===== config.mk =====
export PLATFORM = sky130hd
export DESIGN_NAME = if_fetch_ctrl
export DESIGN_NICKNAME = d
export VERILOG_FILES = /design/src/rtl/if_fetch_ctrl.sv
export SDC_FILE = /design/constraint.sdc
export NUM_CORES = 1
export LEC_CHECK = 0
export ABC_AREA = 1
export CORE_UTILIZATION = 25
export CTS_BUF_LIST = sky130_fd_sc_hd__clkbuf_16
export DETAILED_ROUTE_END_ITERATION = 10
export GPL_TIMING_DRIVEN = 0
export HOLD_SLACK_MARGIN = 0.05
export PLACE_DENSITY_LB_ADDON = 0.05
export SYNTH_ARGS = -nofsm -noshare
export SYNTH_HDL_FRONTEND = slang
export SYNTH_SLANG_ARGS = --single-unit

===== constraint.sdc =====
create_clock -name clk -period 2.6 [get_ports clk]
set_clock_uncertainty 0.2 [all_clocks]
set_input_delay 0.26 -clock clk [delete_from_list [all_inputs] [get_ports clk]]
set_output_delay 0.26 -clock clk [all_outputs]
set_load 0.03 [all_outputs]

===== src/rtl/if_fetch_ctrl.sv =====
// Instruction-fetch controller: issues one imem request at a time for the
// current PC, returns the fetched word to the IF/ID register, and holds the
// PC generator until a request is accepted or a redirect arrives.
//
// state | meaning
// ------+--------------------------------------------------------------
// ISSUE | request valid for pc_i, waiting for the memory to accept it
// WAIT  | one request in flight, waiting for its response or a timeout
// HOLD  | response parked in the skid buffer while ID is stalled
module if_fetch_ctrl #(
    parameter logic [31:0] NOP_INSTR   = 32'h0000_0013,
    parameter int unsigned RSP_TIMEOUT = 16
) (
    input  logic        clk,
    input  logic        rst_n,
    input  logic [31:0] pc_i,
    input  logic [31:0] pc_plus_4_i,
    input  logic        flush_i,
    input  logic        stall_id_i,
    output logic        stall_if_o,
    output logic        imem_req_valid_o,
    input  logic        imem_req_ready_i,
    output logic [31:0] imem_req_addr_o,
    input  logic        imem_rsp_valid_i,
    input  logic [31:0] imem_rsp_data_i,
    input  logic        imem_rsp_err_i,
    output logic        if_valid_o,
    output logic [31:0] if_instr_o,
    output logic [31:0] if_pc_o,
    output logic [31:0] if_pc_plus_4_o,
    output logic        if_fault_o
);

    typedef enum logic [1:0] {
        ST_ISSUE = 2'd0,
        ST_WAIT  = 2'd1,
        ST_HOLD  = 2'd2
    } state_t;

    localparam bit          TMO_EN   = (RSP_TIMEOUT != 0);
    localparam logic [31:0] TMO_LAST = TMO_EN ? 32'(RSP_TIMEOUT - 1) : 32'd0;

    state_t      state_q, state_d;
    logic        drop_q, drop_d;
    logic [31:0] tag_pc_q, tag_pc4_q;
    logic [31:0] tmo_cnt_q;
    logic [31:0] skid_instr_q, skid_pc_q, skid_pc4_q;
    logic        skid_fault_q;

    logic        req_fire, out_free, consumed, tmo_hit, rsp_evt, rsp_fault;
    logic [31:0] rsp_instr;
    logic        tag_load, load_rsp, load_skid, cap_skid;

    assign imem_req_valid_o = (state_q == ST_ISSUE) & rst_n;
    assign imem_req_addr_o  = pc_i;
    assign req_fire         = imem_req_valid_o & imem_req_ready_i;
    // The PC moves once per accepted request, and always takes a redirect.
    assign stall_if_o       = ~(req_fire | flush_i);

    assign out_free  = ~if_valid_o | ~stall_id_i;
    assign consumed  = if_valid_o & ~stall_id_i;
    assign tmo_hit   = TMO_EN && (tmo_cnt_q == TMO_LAST);
    // A timeout is delivered exactly like an error response.
    assign rsp_evt   = (state_q == ST_WAIT) & (imem_rsp_valid_i | tmo_hit);
    assign rsp_fault = imem_rsp_valid_i ? imem_rsp_err_i : 1'b1;
    assign rsp_instr = rsp_fault ? NOP_INSTR : imem_rsp_data_i;

    // State and drop-flag register.
    always_ff @(posedge clk) begin
        if (!rst_n) begin
            state_q <= ST_ISSUE;
            drop_q  <= 1'b0;
        end else begin
            state_q <= state_d;
            drop_q  <= drop_d;
        end
    end

    // Next-state and datapath enables; flush wins over any load.
    always_comb begin
        state_d   = state_q;
        drop_d    = drop_q;
        tag_load  = 1'b0;
        load_rsp  = 1'b0;
        load_skid = 1'b0;
        cap_skid  = 1'b0;
        unique case (state_q)
            ST_ISSUE: begin
                if (req_fire) begin
                    tag_load = 1'b1;
                    drop_d   = flush_i;
                    state_d  = ST_WAIT;
                end
            end
            ST_WAIT: begin
                if (rsp_evt) begin
                    // A flush in the response cycle also kills it; nothing more will arrive.
                    drop_d  = 1'b0;
                    state_d = ST_ISSUE;
                    if (!drop_q && !flush_i) begin
                        if (out_free) begin
                            load_rsp = 1'b1;
                        end else begin
                            cap_skid = 1'b1;
                            state_d  = ST_HOLD;
                        end
                    end
                end else if (flush_i) begin
                    drop_d = 1'b1;
                end
            end
            ST_HOLD: begin
                if (flush_i) begin
                    state_d = ST_ISSUE;
                end else if (out_free) begin
                    load_skid = 1'b1;
                    state_d   = ST_ISSUE;
                end
            end
            default: state_d = ST_ISSUE;
        endcase
    end

    // Request tags and saturating response timer.
    always_ff @(posedge clk) begin
        if (!rst_n) begin
            tag_pc_q  <= '0;
            tag_pc4_q <= '0;
            tmo_cnt_q <= '0;
        end else begin
            if (tag_load) begin
                tag_pc_q  <= pc_i;
                tag_pc4_q <= pc_plus_4_i;
                tmo_cnt_q <= '0;
            end else if (state_q == ST_WAIT && tmo_cnt_q != '1) begin
                tmo_cnt_q <= tmo_cnt_q + 32'd1;
            end
        end
    end

    // One-entry skid buffer for a response that arrives while ID is stalled.
    always_ff @(posedge clk) begin
        if (!rst_n) begin
            skid_instr_q <= NOP_INSTR;
            skid_pc_q    <= '0;
            skid_pc4_q   <= '0;
            skid_fault_q <= 1'b0;
        end else if (cap_skid) begin
            skid_instr_q <= rsp_instr;
            skid_pc_q    <= tag_pc_q;
            skid_pc4_q   <= tag_pc4_q;
            skid_fault_q <= rsp_fault;
        end
    end

    // IF/ID output register.
    always_ff @(posedge clk) begin
        if (!rst_n) begin
            if_valid_o     <= 1'b0;
            if_instr_o     <= NOP_INSTR;
            if_pc_o        <= '0;
            if_pc_plus_4_o <= '0;
            if_fault_o     <= 1'b0;
        end else if (flush_i) begin
            if_valid_o <= 1'b0;
        end else if (load_rsp) begin
            if_valid_o     <= 1'b1;
            if_instr_o     <= rsp_instr;
            if_pc_o        <= tag_pc_q;
            if_pc_plus_4_o <= tag_pc4_q;
            if_fault_o     <= rsp_fault;
        end else if (load_skid) begin
            if_valid_o     <= 1'b1;
            if_instr_o     <= skid_instr_q;
            if_pc_o        <= skid_pc_q;
            if_pc_plus_4_o <= skid_pc4_q;
            if_fault_o     <= skid_fault_q;
        end else if (consumed) begin
            if_valid_o <= 1'b0;
        end
    end

endmodule


Word-level counts from Yosys, hierarchy flattened
Cells that the tools add are included.
{"block": "classes", "n_bitwise": 12, "n_eq_ne": 8, "n_mux": 36, "n_mul": 0, "n_reduce_logical": 13, "add_sub_neg": 1, "div_mod_pow": 0, "shifts": 0, "n_lt_le_gt_ge": 0}
{"op": "2-to-1 mux 32 bit", "count": 7}
{"op": "adder 32 x 1 -> 32 bit (second input constant)", "count": 1}
{"op": "equality test 32 x 4 -> 1 bit (second input constant)", "count": 1}
{"op": "!= test 32 bit (second input constant)", "count": 1}
{"op": "2-to-1 mux 1 bit", "count": 21}
{"op": "2-to-1 mux 2 bit", "count": 6}
{"op": "!= test 3 bit (second input constant)", "count": 2}
{"op": "one-hot mux 2 bit (3 select lines)", "count": 1}
{"op": "AND reduction 3 bit", "count": 2}
{"op": "inverter 1 bit", "count": 5}
{"op": "bitwise AND 1 bit", "count": 4}
{"op": "!= test 2 bit (second input constant)", "count": 2}
{"op": "nonzero test 2 bit", "count": 2}
{"op": "OR reduction 2 bit", "count": 2}
{"op": "OR 1 bit", "count": 3}
{"op": "nonzero test 3 bit", "count": 1}
{"op": "equality test 2 x 1 -> 1 bit (second input constant)", "count": 1}
{"op": "equality test 2 bit (second input constant)", "count": 1}
{"op": "logical AND 1 bit", "count": 2}
{"op": "logical NOT 1 bit", "count": 2}
{"op": "logical NOT 2 bit", "count": 1}
{"op": "one-hot mux 1 bit (2 select lines)", "count": 1}
{"op": "AND reduction 2 bit", "count": 1}
{"block": "totals", "mem_bits_rw": 0, "input_bits": 103, "n_memories": 0, "regBits": 294, "latch_bits": 0, "wordCells": 84, "romBits": 0, "output_inout_bits": 132}

Depth between registers and ports, before layout
{"block": "logic_depth", "ltp_word": 8, "mapped_depth": 13, "mapped_depth_nobuf": 10}

Least setup slack after synthesis
Ideal clock, no wire load.
{"block": "synth_path", "path_kind": "input port to flip-flop", "from": "input port rst_n", "to": "register tag_pc4_q[10]", "cell_stages": 8, "slack_ns": 0.126, "setup_time_ns": 0.060, "t_required_ns": 2.340, "arrival_time_ns": 2.214, "n_path_buf": 3, "cell_sequence": "buf_2 -> inv_1 -> nor3_1 -> nand2_1 -> inv_1 -> clkbuf_1 -> clkbuf_1 -> a22o_1"}
{"block": "synth_via", "elab_chain_cells": 4}
{"item": "from (decl)", "line": "15", "source": "input logic rst_n,"}
{"item": "bitwise AND 1 bit", "line": "54", "source": "assign imem_req_valid_o = (state_q == ST_ISSUE) & rst_n;"}
{"item": "net imem_req_valid_o", "line": "21", "source": "output logic imem_req_valid_o,"}
{"item": "bitwise AND 1 bit", "line": "56", "source": "assign req_fire = imem_req_valid_o & imem_req_ready_i;"}
{"item": "2-to-1 mux 1 bit", "line": "89", "source": "if (req_fire) begin"}
{"item": "2-to-1 mux 1 bit", "line": "87", "source": "unique case (state_q)"}
{"item": "to (signal assigned)", "line": "133", "source": "tag_pc4_q <= pc_plus_4_i;"}
{"item": "to (decl)", "line": "45", "source": "logic [31:0] tag_pc_q, tag_pc4_q;"}
The timed path passes the listed nets, and every way through them passes these cells.
A chain may end at the register's enable or synchronous reset.

Final worst setup path
{"block": "layout_path", "from": "register tmo_cnt_q[0]", "to": "register skid_pc4_q[13]"}
{"block": "layout_via", "elab_chain_cells": 5}
{"item": "from (decl)", "line": "46", "source": "logic [31:0] tmo_cnt_q;"}
{"item": "from (signal assigned)", "line": "136", "source": "tmo_cnt_q <= tmo_cnt_q + 32'd1;"}
{"item": "equality test 32 x 4 -> 1 bit", "line": "62", "source": "assign tmo_hit = TMO_EN && (tmo_cnt_q == TMO_LAST);"}
{"item": "OR 1 bit", "line": "64", "source": "assign rsp_evt = (state_q == ST_WAIT) & (imem_rsp_valid_i | tmo_hit);"}
{"item": "bitwise AND 1 bit", "line": "64"}
{"item": "2-to-1 mux 1 bit", "line": "96", "source": "if (rsp_evt) begin"}
{"item": "2-to-1 mux 1 bit", "line": "87"}
{"item": "to (signal assigned)", "line": "151", "source": "skid_pc4_q <= tag_pc4_q;"}
{"item": "to (decl)", "line": "47", "source": "logic [31:0] skid_instr_q, skid_pc_q, skid_pc4_q;"}
Every way passes these cells.

==> flow_summary.toml <==
[route]
routed_wl_um = 47000
num_vias = 13000
detail_route.wl_per_cell_um = 16.2
drt_iter0_drc = 754
firstDrtPassIters = 5
ant_nets = 0
drcViolationCount = 0
viasPerCell = 4.48

[logic_synthesis]
netlist-cell-type-count = 26
synth.area.mux_share = 0
ys_seq_area_frac = 0.443
synth_top_family_by_area = "simple AND/OR/NAND/NOR gates"
ys_ff_latch = 294
synth_compound_area_frac = 0.0951
yosysWarnings = 0
synth_area_leaders = "dfxtp_1 (44%), nand2_1 (13%), nor2_1 (13%)"
synth_area_leader_cell = "dfxtp_1"
avgSynthCellArea_um2 = 6.97
syn_area_um2 = 13300
synth_adder_area_share = 0.000942
postSynthCellCount = 1906
yosysTopAreaCellShare = 0.443
synth-simple-area-share = 0.372
syn_nets = 2010
synthXorXnorAreaFrac = 0.0119

[clocking]
clockBufferDepth = 3
cts_root_buf = "clkbuf_16"
worstSkewPairLatency_ns = 0.55
cts_made_buffers = 38
cts_tree = "built"
htreeDepth = 2
path_clk_slew_ns = 0.06
clock-sinks = 294

[setup_path]
critPathMostFrequentCell = "nand2_1"
worst_ep_required_time_ns = 2.84
critical_path_class = "reg -> reg"
path_cells = "ha_4 > nand3_2 > nor2_4 > nand2_1 > o21ai_4 > buf_12 > nand2_1 > clkbuf_4 > clkbuf_1 > o21ai_1 > nor2_1"
critPathLaunchType = "flop"
crit_slowest_cell = "dfxtp_2"
cp_max_fo = 10
arrival_ns = 2.69
critPathTopFamily = "buffers and inverters"
crit_buf_inv = 3
r2r-start = "tmo_cnt_q[0]"
cp_slowest_stage_delay_ns = 0.37
startpoint = "tmo_cnt_q[0]"
worstSetupEndpointType = "flop"

[place]
portBuffers = 233
place.gp.congestion = 0.824
dp_cells = 2827
hpwl_um = 34300

[global_routing]
antenna_found_initial = 0
grt_pass1_wl_um = 72600
grt_max_degree = 12
grt_pass1_vias = 12500
grt-ovfl-total = 0
grt_use_total = 0.173

[pwr]
combPwrFrac = 0.098
vdd.ir_drop.worst_v = 0.000322
p_switching_w = 0.00267
pwr-share-clk = 0.447
seqPwrFrac = 0.455
power.density_nw_per_um2 = 584
total_power_w = 0.0104
p_int_w = 0.00770
swShare = 0.257
p_leak_nw = 7.60

[timing]
setup_viol = 0
finalCritPeriodShare = 0.940
period_needed_ns = 2.44
rsz0062_at_grt = "true"
finalHoldViolations = 0
fmax_mhz = 409
slew_violations = 0
relSlewSlack = 0.398
tightestPinTransition_ns = 0.903

[floorplan]
die_w_um = 232
die_y_um = 232
die_area_um2 = 54000
io_pins = 235
placementRows = 84
core_area_um2 = 52600
initial_core_util = 0.253

[final_layout]
syn2layout_area_growth_pct = 33.7
instances_no_fill = 2898
fillers = 5725
layout_common_cells = "nand2_1 (461), nor2_1 (458), dfxtp_1 (292), clkdlybuf4s50_1 (232), nand3_1 (116)"
mostFrequentLayoutCell = "nand2_1"
drive_gt1_frac = 0.0715
finalNetCount = 2289

[hold_path]
hp-start = "pc_plus_4_i[5]"
min_path_type = "in -> reg"

[run]
drv_cap = 0

[outcome]
status = "finished clean"
==> through the flow <==
step,setup WS (ns),setup TNS (ns),utilization,hold WS [ns],instance area [um2]
floorplan,0.126,0,-,0.193,13300
global placement,-1.07,-186.08,0.313,0.257,16500
detailed placement,-1.10,-188.63,0.313,0.258,16500
CTS,0.000362,0,0.337,0.0780,17700
global route,-0.00237,-0.00505,0.338,0.0976,17700
finish,0.156,0,0.338,0.111,17800
==> layer usage <==
metal	GRT usage	up-vias	part of all wire
li1	-	6664	-
met4	0.0496	0	0.020
met3	0.0251	51	0.036
met2	0.284	217	0.46
met5	0	-	0
met1	0.235	6050	0.48
==> cell families (layout without fill, tap and decap cells) <==
kind of cell	count (synthesis)	count (layout)
other	0	1
buffers and inverters	231	534
adders and majority gates	1	1
and+or+nand+nor	1162	1162
DFF	294	294
xor gates and xnor gates	18	18
AOI/OAI and AO/OA	200	200
==> cells in the mapped netlist (all sizes together) <==
master,instances
a21boi,1
a21oi,41
a22o,64
and3,1
buf,70
clkbuf,95
dfxtp,294
ha,1
inv,66
nand2,461
nand3,117
nand3b,101
nand4,10
nor2,463
nor3,7
o211ai,3
o21ai,91
or2,2
xnor2,3
xor2,15
==> area by class of cell <==
cell class                      count  area [um2]  share of cell area
Multi-Input combinational cell   1381        6420               0.362
Buffer                            164         858              0.0484
Clock buffer                       38         951              0.0536
Inverter                           66         248              0.0140
Sequential cell                   294        5890               0.332
Timing Repair Buffer              240        2410               0.136
Antenna cell                        1        2.50            0.000141
Clock inverter                     26         113             0.00634
Tap cell                          688         861              0.0485
==> final timing paths <==
path / to / slack, ns / depth (start not counted)
hold / removal: tag_pc4_q[5] / 0.11 / 2
setup / recovery: skid_pc4_q[13] / 0.16 / 11
hold reg to reg: skid_instr_q[13] / 0.26 / 2
setup reg to reg: skid_pc4_q[13] / 0.16 / 11
==> flip-flops by register name, summed over array words and instances, names as in the netlist, 2 cells and up <==
register	cells
tag_pc4_q	32
skid_pc4_q	32
skid_pc_q	32
tag_pc_q	32
if_pc_plus_4_o	32
tmo_cnt_q	32
state_q	2
if_instr_o	32
if_pc_o	32
skid_instr_q	32
==> power by group through the flow <==
stage | Clock (W) | Sequential, W | Combinational, W
CTS | 0.00482 | 0.00471 | 0.00103
global placement | 0 | 0.00481 | 0.00101
global route | 0.00502 | 0.00472 | 0.00111
floorplan | 0 | 0.00485 | 0.000472
finish | 0.00463 | 0.00471 | 0.00102
detailed placement | 0 | 0.00481 | 0.00102
==> what timing repair did <==
action | 4_1_cts | 5_1_grt
hold endpoints to repair | 0 | 0
hold buffers | 0 | 0
resized for setup | 48 | 29
setup endpoints to repair | 272 | 190
setup buffers | 5 | 2
pin swaps | 2 | 1
(Power assumes the default switching activity.)
